`src/rtl/ttl_sched_pkg.sv`:
```
// ttl_sched_pkg: shared types and field positions for the TTL event scheduler.
// An event word is {fire time[127:64], payload[63:0]}; payload bit 0 is the TTL level.
package ttl_sched_pkg;

   typedef enum logic [1:0] {
      ST_IDLE = 2'd0,
      ST_LOAD = 2'd1,
      ST_WAIT = 2'd2,
      ST_FIRE = 2'd3
   } ttl_sched_state_t;

   localparam int TS_MSB      = 127;
   localparam int TS_LSB      = 64;
   localparam int PAYLOAD_MSB = 63;

   typedef logic [127:0] ttl_event_t;

   function automatic logic [63:0] event_ts(input ttl_event_t ev);
      return ev[TS_MSB:TS_LSB];
   endfunction

endpackage

```
`src/rtl/ttl_event_fifo.sv`:
```
// ttl_event_fifo: synchronous event FIFO with occupancy count and flush.
// Head word is read combinationally so the scheduler can evaluate it in the pop cycle.
module ttl_event_fifo
   import ttl_sched_pkg::*;
#(
   parameter int DEPTH = 16,
   localparam int AW = $clog2(DEPTH),
   localparam int CW = AW + 1
) (
   input  logic             clk,
   input  logic             reset,
   input  logic             i_flush,
   input  logic             i_push,
   input  ttl_event_t       i_data,
   input  logic             i_pop,
   output ttl_event_t       o_head,
   output logic [CW-1:0]    o_count,
   output logic             o_full
);

   ttl_event_t       r_mem [DEPTH];
   logic [AW-1:0]    r_wptr;
   logic [AW-1:0]    r_rptr;
   logic [CW-1:0]    r_count;
   logic             w_push;
   logic             w_pop;

   assign w_push  = i_push && !i_flush;
   assign w_pop   = i_pop && !i_flush;
   assign o_head  = r_mem[r_rptr];
   assign o_count = r_count;
   assign o_full  = (r_count == CW'(DEPTH));

   // Storage array; contents need no reset since count gates every read.
   always_ff @(posedge clk) begin
      if (w_push) begin
         r_mem[r_wptr] <= i_data;
      end
   end

   // Pointers wrap naturally because DEPTH is a power of two.
   always_ff @(posedge clk) begin
      if (reset || i_flush) begin
         r_wptr  <= '0;
         r_rptr  <= '0;
         r_count <= '0;
      end else begin
         if (w_push) r_wptr <= r_wptr + AW'(1);
         if (w_pop)  r_rptr <= r_rptr + AW'(1);
         case ({w_push, w_pop})
            2'b10:   r_count <= r_count + CW'(1);
            2'b01:   r_count <= r_count - CW'(1);
            default: r_count <= r_count;
         endcase
      end
   end

endmodule

```
`src/rtl/ttl_event_scheduler.sv`:
```
// ttl_event_scheduler: releases buffered timed events to one TTL channel controller
// exactly when the global timestamp reaches each event's fire time.
// Build option: define TTL_SCHED_LATE_DROP_EN to drop late events; by default a late
// event is fired as soon as possible. Both cases flag late_error and bump late_count.
//
//   state | meaning
//   IDLE  | nothing held, waiting for the FIFO to become non-empty
//   LOAD  | pop head into hold register, decide late / wait
//   WAIT  | holding an event, waiting for timestamp + 1 == hold_ts
//   FIRE  | counter_matched high, gpo_in valid for this single cycle
module ttl_event_scheduler
   import ttl_sched_pkg::*;
#(
   parameter int DEPTH      = 16,
   parameter int LATE_CNT_W = 16
) (
   input  logic                      clk,
   input  logic                      reset,
   input  logic [63:0]               timestamp,
   input  logic                      wr_valid,
   input  logic [127:0]              wr_data,
   output logic                      wr_ready,
   input  logic                      flush,
   input  logic                      override_active,
   output logic [127:0]              gpo_in,
   output logic                      counter_matched,
   output logic [$clog2(DEPTH):0]    fifo_count,
   output logic                      late_error,
   output logic [LATE_CNT_W-1:0]     late_count
);

   localparam int CW = $clog2(DEPTH) + 1;

   ttl_sched_state_t        r_state;
   logic [63:0]             r_hold_ts;
   logic [63:0]             r_hold_payload;
   logic [127:0]            r_gpo_in;
   logic                    r_counter_matched;
   logic                    r_late_error;
   logic [LATE_CNT_W-1:0]   r_late_count;

   ttl_event_t              w_head;
   logic [CW-1:0]           w_count;
   logic                    w_full;
   logic                    w_push;
   logic                    w_pop;
   logic [63:0]             w_ts_next;
   logic                    w_head_late;
   logic                    w_match;
   logic                    w_late_event;

   assign w_push      = wr_valid && !w_full && !flush;
   assign w_pop       = (r_state == ST_LOAD) && !flush;
   assign w_ts_next   = timestamp + 64'd1;
   assign w_head_late = (event_ts(w_head) <= w_ts_next);
   assign w_match     = (r_hold_ts == w_ts_next);
   assign w_late_event = !flush &&
                         (((r_state == ST_LOAD) && w_head_late) ||
                          ((r_state == ST_WAIT) && w_match && override_active));

   assign wr_ready        = !w_full;
   assign fifo_count      = w_count;
   assign gpo_in          = r_gpo_in;
   assign counter_matched = r_counter_matched;
   assign late_error      = r_late_error;
   assign late_count      = r_late_count;

   ttl_event_fifo #(
      .DEPTH (DEPTH)
   ) u_fifo (
      .clk     (clk),
      .reset   (reset),
      .i_flush (flush),
      .i_push  (w_push),
      .i_data  (wr_data),
      .i_pop   (w_pop),
      .o_head  (w_head),
      .o_count (w_count),
      .o_full  (w_full)
   );

   // Scheduling FSM; fire strobe is registered one cycle ahead so it lands on timestamp == hold_ts.
   always_ff @(posedge clk) begin
      if (reset) begin
         r_state           <= ST_IDLE;
         r_hold_ts         <= '0;
         r_hold_payload    <= '0;
         r_gpo_in          <= '0;
         r_counter_matched <= 1'b0;
      end else begin
         r_counter_matched <= 1'b0;
         if (flush) begin
            r_state        <= ST_IDLE;
            r_hold_ts      <= '0;
            r_hold_payload <= '0;
         end else begin
            case (r_state)
               ST_IDLE: begin
                  if (w_count != '0) r_state <= ST_LOAD;
               end
               ST_LOAD: begin
                  r_hold_ts      <= event_ts(w_head);
                  r_hold_payload <= w_head[PAYLOAD_MSB:0];
                  if (w_head_late) begin
`ifdef TTL_SCHED_LATE_DROP_EN
                     // count still includes the entry being popped
                     r_state <= (w_count >= CW'(2)) ? ST_LOAD : ST_IDLE;
`else
                     r_state           <= ST_FIRE;
                     r_counter_matched <= 1'b1;
                     r_gpo_in          <= w_head;
`endif
                  end else begin
                     r_state <= ST_WAIT;
                  end
               end
               ST_WAIT: begin
                  if (w_match) begin
                     if (override_active) begin
                        r_state <= (w_count != '0) ? ST_LOAD : ST_IDLE;
                     end else begin
                        r_state           <= ST_FIRE;
                        r_counter_matched <= 1'b1;
                        r_gpo_in          <= {r_hold_ts, r_hold_payload};
                     end
                  end
               end
               ST_FIRE: begin
                  r_state <= (w_count != '0) ? ST_LOAD : ST_IDLE;
               end
               default: r_state <= ST_IDLE;
            endcase
         end
      end
   end

   // Late-event pulse and saturating count; only reset clears the count.
   always_ff @(posedge clk) begin
      if (reset) begin
         r_late_error <= 1'b0;
         r_late_count <= '0;
      end else begin
         r_late_error <= w_late_event;
         if (w_late_event && (r_late_count != '1)) begin
            r_late_count <= r_late_count + LATE_CNT_W'(1);
         end
      end
   end

endmodule
```
`config.mk`:
```
export PLATFORM = sky130hd
export DESIGN_NAME = ttl_event_scheduler
export DESIGN_NICKNAME = d
export VERILOG_FILES = /design/src/rtl/ttl_sched_pkg.sv /design/src/rtl/ttl_event_fifo.sv /design/src/rtl/ttl_event_scheduler.sv
export SDC_FILE = /design/constraint.sdc
export NUM_CORES = 2
export LEC_CHECK = 0
export ABC_AREA = 1
export CAP_MARGIN = 25
export CORE_ASPECT_RATIO = 0.7
export CORE_MARGIN = 4
export CORE_UTILIZATION = 30
export CTS_CLUSTER_DIAMETER = 100
export DETAILED_ROUTE_END_ITERATION = 12
export SETUP_SLACK_MARGIN = 0.02
export SLEW_MARGIN = 20
export SYNTH_ARGS = -nofsm -noshare
export SYNTH_HDL_FRONTEND = slang
export SYNTH_SLANG_ARGS = --single-unit
```
`constraint.sdc`:
```
create_clock -name clk -period 9.8 [get_ports clk]
set_clock_uncertainty 0.2 [all_clocks]
set_input_delay 2.94 -clock clk [delete_from_list [all_inputs] [get_ports clk]]
set_output_delay 2.94 -clock clk [all_outputs]
set_load 0.01 [all_outputs]
```
==> results by group <==
Route
  – Vias per std cell: 5.26
  – Drt pass-1 iters: 6
  – DRC: 0
  – Routed Antenna Nets: 0
  – Wire length per cell: 24.4 µm
  – DRT iter0 DRCs: slightly below 8000
  – Post-Route WL: ~320 mm
  – Via count: 68700

Power and ir drop
  – Pwr dens: 188 nW/µm²
  – Sequential share of power: between 50% and 60%
  – Clock network power share: 42.7%
  – Leak: approximately 0.037 µW
  – Combinational Power Share: approximately 5.4%
  – Cell-internal power: 16400 µW
  – Total power draw: around 21000 µW
  – Sw Share: 22.1%
  – Worst vdd ir: ~0.16 mV
  – Sw Pwr: 4680 µW

GRT
  – First-pass GRT wire length: 455 mm
  – Antenna violations before repair: 71
  – Grt total ovfl: 0
  – Largest net degree at the start of global routing: ~210
  – Vias in the first global route: 64500
  – Gr usage total: a little under a fifth

Synth
  – FF+latch count, synth: roughly 2300
  – Syn_area_per_cell: roughly 11 µm²
  – Sequential fraction of the synthesis area: 69.8%
  – Netlist cell types: 54
  – Mapped Cells: 8409
  – Netlist Area Pre-Place: 96500 µm²
  – Most frequently used flop master after synthesis: edfxtp_1
  – Async set-reset flop share out of synthesis: 0%
  – Syn Nets: 8686
  – Post-synth EDFFs: slightly above 2000
  – Synth Warn #: 0

Timing
  – Final Hold Fails: 0
  – Worst slew pin tran: ~1.2 ns
  – Max frequency: around 130 MHz
  – Setup ws final: 1.82 ns
  – Fin crit share: slightly above 80%
  – Final hold slack: roughly 0.26 ns
  – Final setup viols: 0
  – Period minus WS final: 7.98 ns
  – Worst slew margin: 22.7%
  – Slew Viols, Final: 0
  – Final setup TNS: 0 ns
  – Unrepaired setup endpoints after global routing: false

Worst setup path
  – Crit path capture type: flip-flop
  – Critical Path Sink: gpo_in[109]
  – Crit path from: timestamp[20]
  – Worst endpoint required time: 10.34 ns
  – Path depth of the worst reg2reg path: 19
  – Cell mode on critical path: nand2_1
  – Critical path's slowest cell: nor3_1
  – Crit path buf inv count: 3
  – Critical path class: in2reg
  – CP Data Arrival Time: roughly 8.5 ns
  – Slowest stage delay, CP: around 0.78 ns
  – Worst path cell trace: clkdlybuf4s50_1, nand2_1, nor2_1, nand2_1, nor2_2, nand2_1, o21bai_1, nand2_1, ha_1, nand2_1, nor3_1, nand2_1, nor3_1, nand4_1, nand3_1, nand2_1, inv_4, buf_4, nand3_1, a21oi_1
  – R2R setup slack: about 2.8 ns
  – Top delay family on crit path: simple AND/OR/NAND/NOR gates
  – Startpoint Class: input port
  – CP max FO: 32
  – R2r endpoint: gpo_in[109]
  – Critical path depth in cells: 20

Floorplanning
  – Die Wd: 686 µm
  – Die area: 331000 µm²
  – Initial Util: a little under a third
  – IO Pins: between 300 and 400
  – Core Box Area: 319000 µm²
  – Chip height: between 400 and 500 µm
  – # rows: around 170

Flow run
  – Max Cap Viol: 0

Finish
  – Final Util: 35.2%
  – Most common cell after layout, fill and taps aside: edfxtp_1
  – Share of cells above drive strength 1: between 6 and 7%
  – Area delta synth->final: 16.5%
  – NumNets Final: about 8800
  – Most frequent cells in the layout: 2048 x edfxtp_1, 1314 x o21ai_0, 1196 x nor2_1, 1028 x nand2_1, 366 x nand3_1

Clock network
  – Root Driver: clkbuf_16
  – Post-CTS Resized: 0
  – Clk Latency, worst-skew pair: roughly 0.91 ns
  – Clock-pin slew on the worst setup and hold paths: roughly 0.06 ns
  – Post-CTS Hold Buffers: 0
  – Clock Tree Buf Depth: 4
  – Setup Buffers After CTS: 0
  – CTS buffer count: about 240
  – CTS tree: done
  – Sink Count: between 2000 and 2500
  – CTS H-tree depth: 4

Place
  – Port Buf Inserts: 348
  – Gpl congestion: 0.927
  – Final HPWL DP: roughly 180 mm
  – Dpl ws: roughly 1.1 ns

Worst hold path
  – Hold WC Path Type: reg2reg

Status
  – Outcome: complete, no violations
## synthesized netlist by cell type (3+ instances only)
cell type / count / area [µm²]
edfxtp_1: 2048 / 61500
o21ai_0: 1317 / 6590
nor2_1: 1213 / 4550
nand2_1: 1029 / 3860
clkbuf_1: 491 / 1840
nand3_1: 366 / 1830
a21oi_1: 362 / 1810
inv_1: 344 / 1290
dfxtp_1: 293 / 5870
o22ai_1: 288 / 1800
o221ai_1: 199 / 1740
ha_1: 79 / 988
o211ai_1: 68 / 510
nand4_1: 42 / 263
buf_1: 29 / 109
buf_2: 22 / 110
a221oi_1: 21 / 184
nor3_1: 17 / 85.1
a31oi_1: 16 / 100
xor2_1: 16 / 140
xnor2_1: 15 / 131
nor2_2: 14 / 87.6
a311o_1: 11 / 110
buf_6: 11 / 124
nand2_2: 11 / 68.8
nand3b_1: 10 / 75.1
o22a_1: 9 / 78.8
a32o_1: 6 / 60.1
buf_4: 5 / 37.5
clkinv_1: 5 / 18.8
nor2_4: 5 / 56.3
o21bai_1: 5 / 37.5
nor4_1: 4 / 25.0
or2_2: 4 / 25.0
a211o_1: 3 / 26.3
and2_1: 3 / 18.8
inv_2: 3 / 11.3
o21a_1: 3 / 22.5
o21ai_1: 3 / 15.0
## stage by stage
step                instance area [µm²]  instances
floorplan                         96500       8409
global placement                 104000      12600
detailed placement               104000      12600
CTS                              112000      13000
global route                     112000      13000
finish                           112000      13100
## cell type report
cell class	instances	area [µm²]
Antenna cell	22	55.1
Clock buffer	316	6590
Clock inverter	120	1170
Fill cell	30600	206000
Inverter	352	1360
Multi-Input combinational cell	5158	25700
Sequential cell	2341	67400
Tap cell	4287	5360
Timing Repair Buffer	462	4700
## worst min path at each step
stage,from,endpoint,slack (ns),cells past startpoint
floorplan,u_fifo.r_rptr[2],flip-flop,0.25,2
global placement,gpo_in[21],gpo_in[21],0.25,2
detailed placement,gpo_in[69],gpo_in[69],0.26,2
CTS,gpo_in[69],gpo_in[69],0.26,2
global route,gpo_in[50],gpo_in[50],0.28,2
finish,gpo_in[60],gpo_in[60],0.26,2
## worst register-to-register path: stages (launching register included)
cell	delay, ns
dfxtp_4	0.78
buf_4	0.76
buf_4	0.87
o21ai_0	0.28
o22ai_1	0.23
o21ai_0	0.12
o21ai_2	0.58
ha_1	0.37
a21oi_1	0.12
o21ai_0	0.10
a21oi_1	0.19
o21bai_1	0.09
a31oi_1	0.59
nand2_1	0.17
nand3_1	0.11
nand2_1	0.10
inv_4	0.36
buf_4	0.42
nand3_1	0.16
a21oi_1	0.20
## power by group through the flow
stage          clock network [µW]  registers [µW]  logic, µW
6_report                     9020           11000       1150
5_1_grt                      9590           11000       1260
4_1_cts                      9190           11000       1140
3_5_place_dp                    0           11200       1130
3_3_place_gp                    0           11200       1110
2_1_floorplan                   0           11200        568
## sequential cells by signal, indices dropped and copies added (netlist names), named ones only
| name | cells |
|---|---|
| u_fifo.r_mem | 2048 |
| gpo_in | 128 |
| r_hold_payload | 64 |
| r_hold_ts | 64 |
| late_count | 16 |
| u_fifo.o_count | 5 |
| u_fifo.r_rptr | 4 |
| u_fifo.r_wptr | 4 |
| r_state | 2 |
| counter_matched | 1 |
| late_error | 1 |
## per-layer routing
metal | vias up | GRT usage [%] | wire length [µm]
met5 | - | 0 | 178
met4 | 30 | 5.70 | 9780
met3 | 477 | 3.79 | 27800
met2 | 2970 | 28.7 | 143000
met1 | 34400 | 25.8 | 138000
li1 | 30800 | - | -
## cells by family (layout without fill, tap and decap cells)
logic type / after synthesis / in the layout / synth area share (%)
AOI/OAI and AO/OA: 2319 / 2319 / 13.6
xor gates and xnor gates: 35 / 35 / 0.377
adders and majority gates: 80 / 80 / 1.05
buffers and inverters: 910 / 1250 / 3.67
DFF: 2341 / 2341 / 69.8
other: 0 / 22 / 0
and+or+nand+nor: 2724 / 2724 / 11.4
Note: power is estimated with default switching activity, not from simulation.
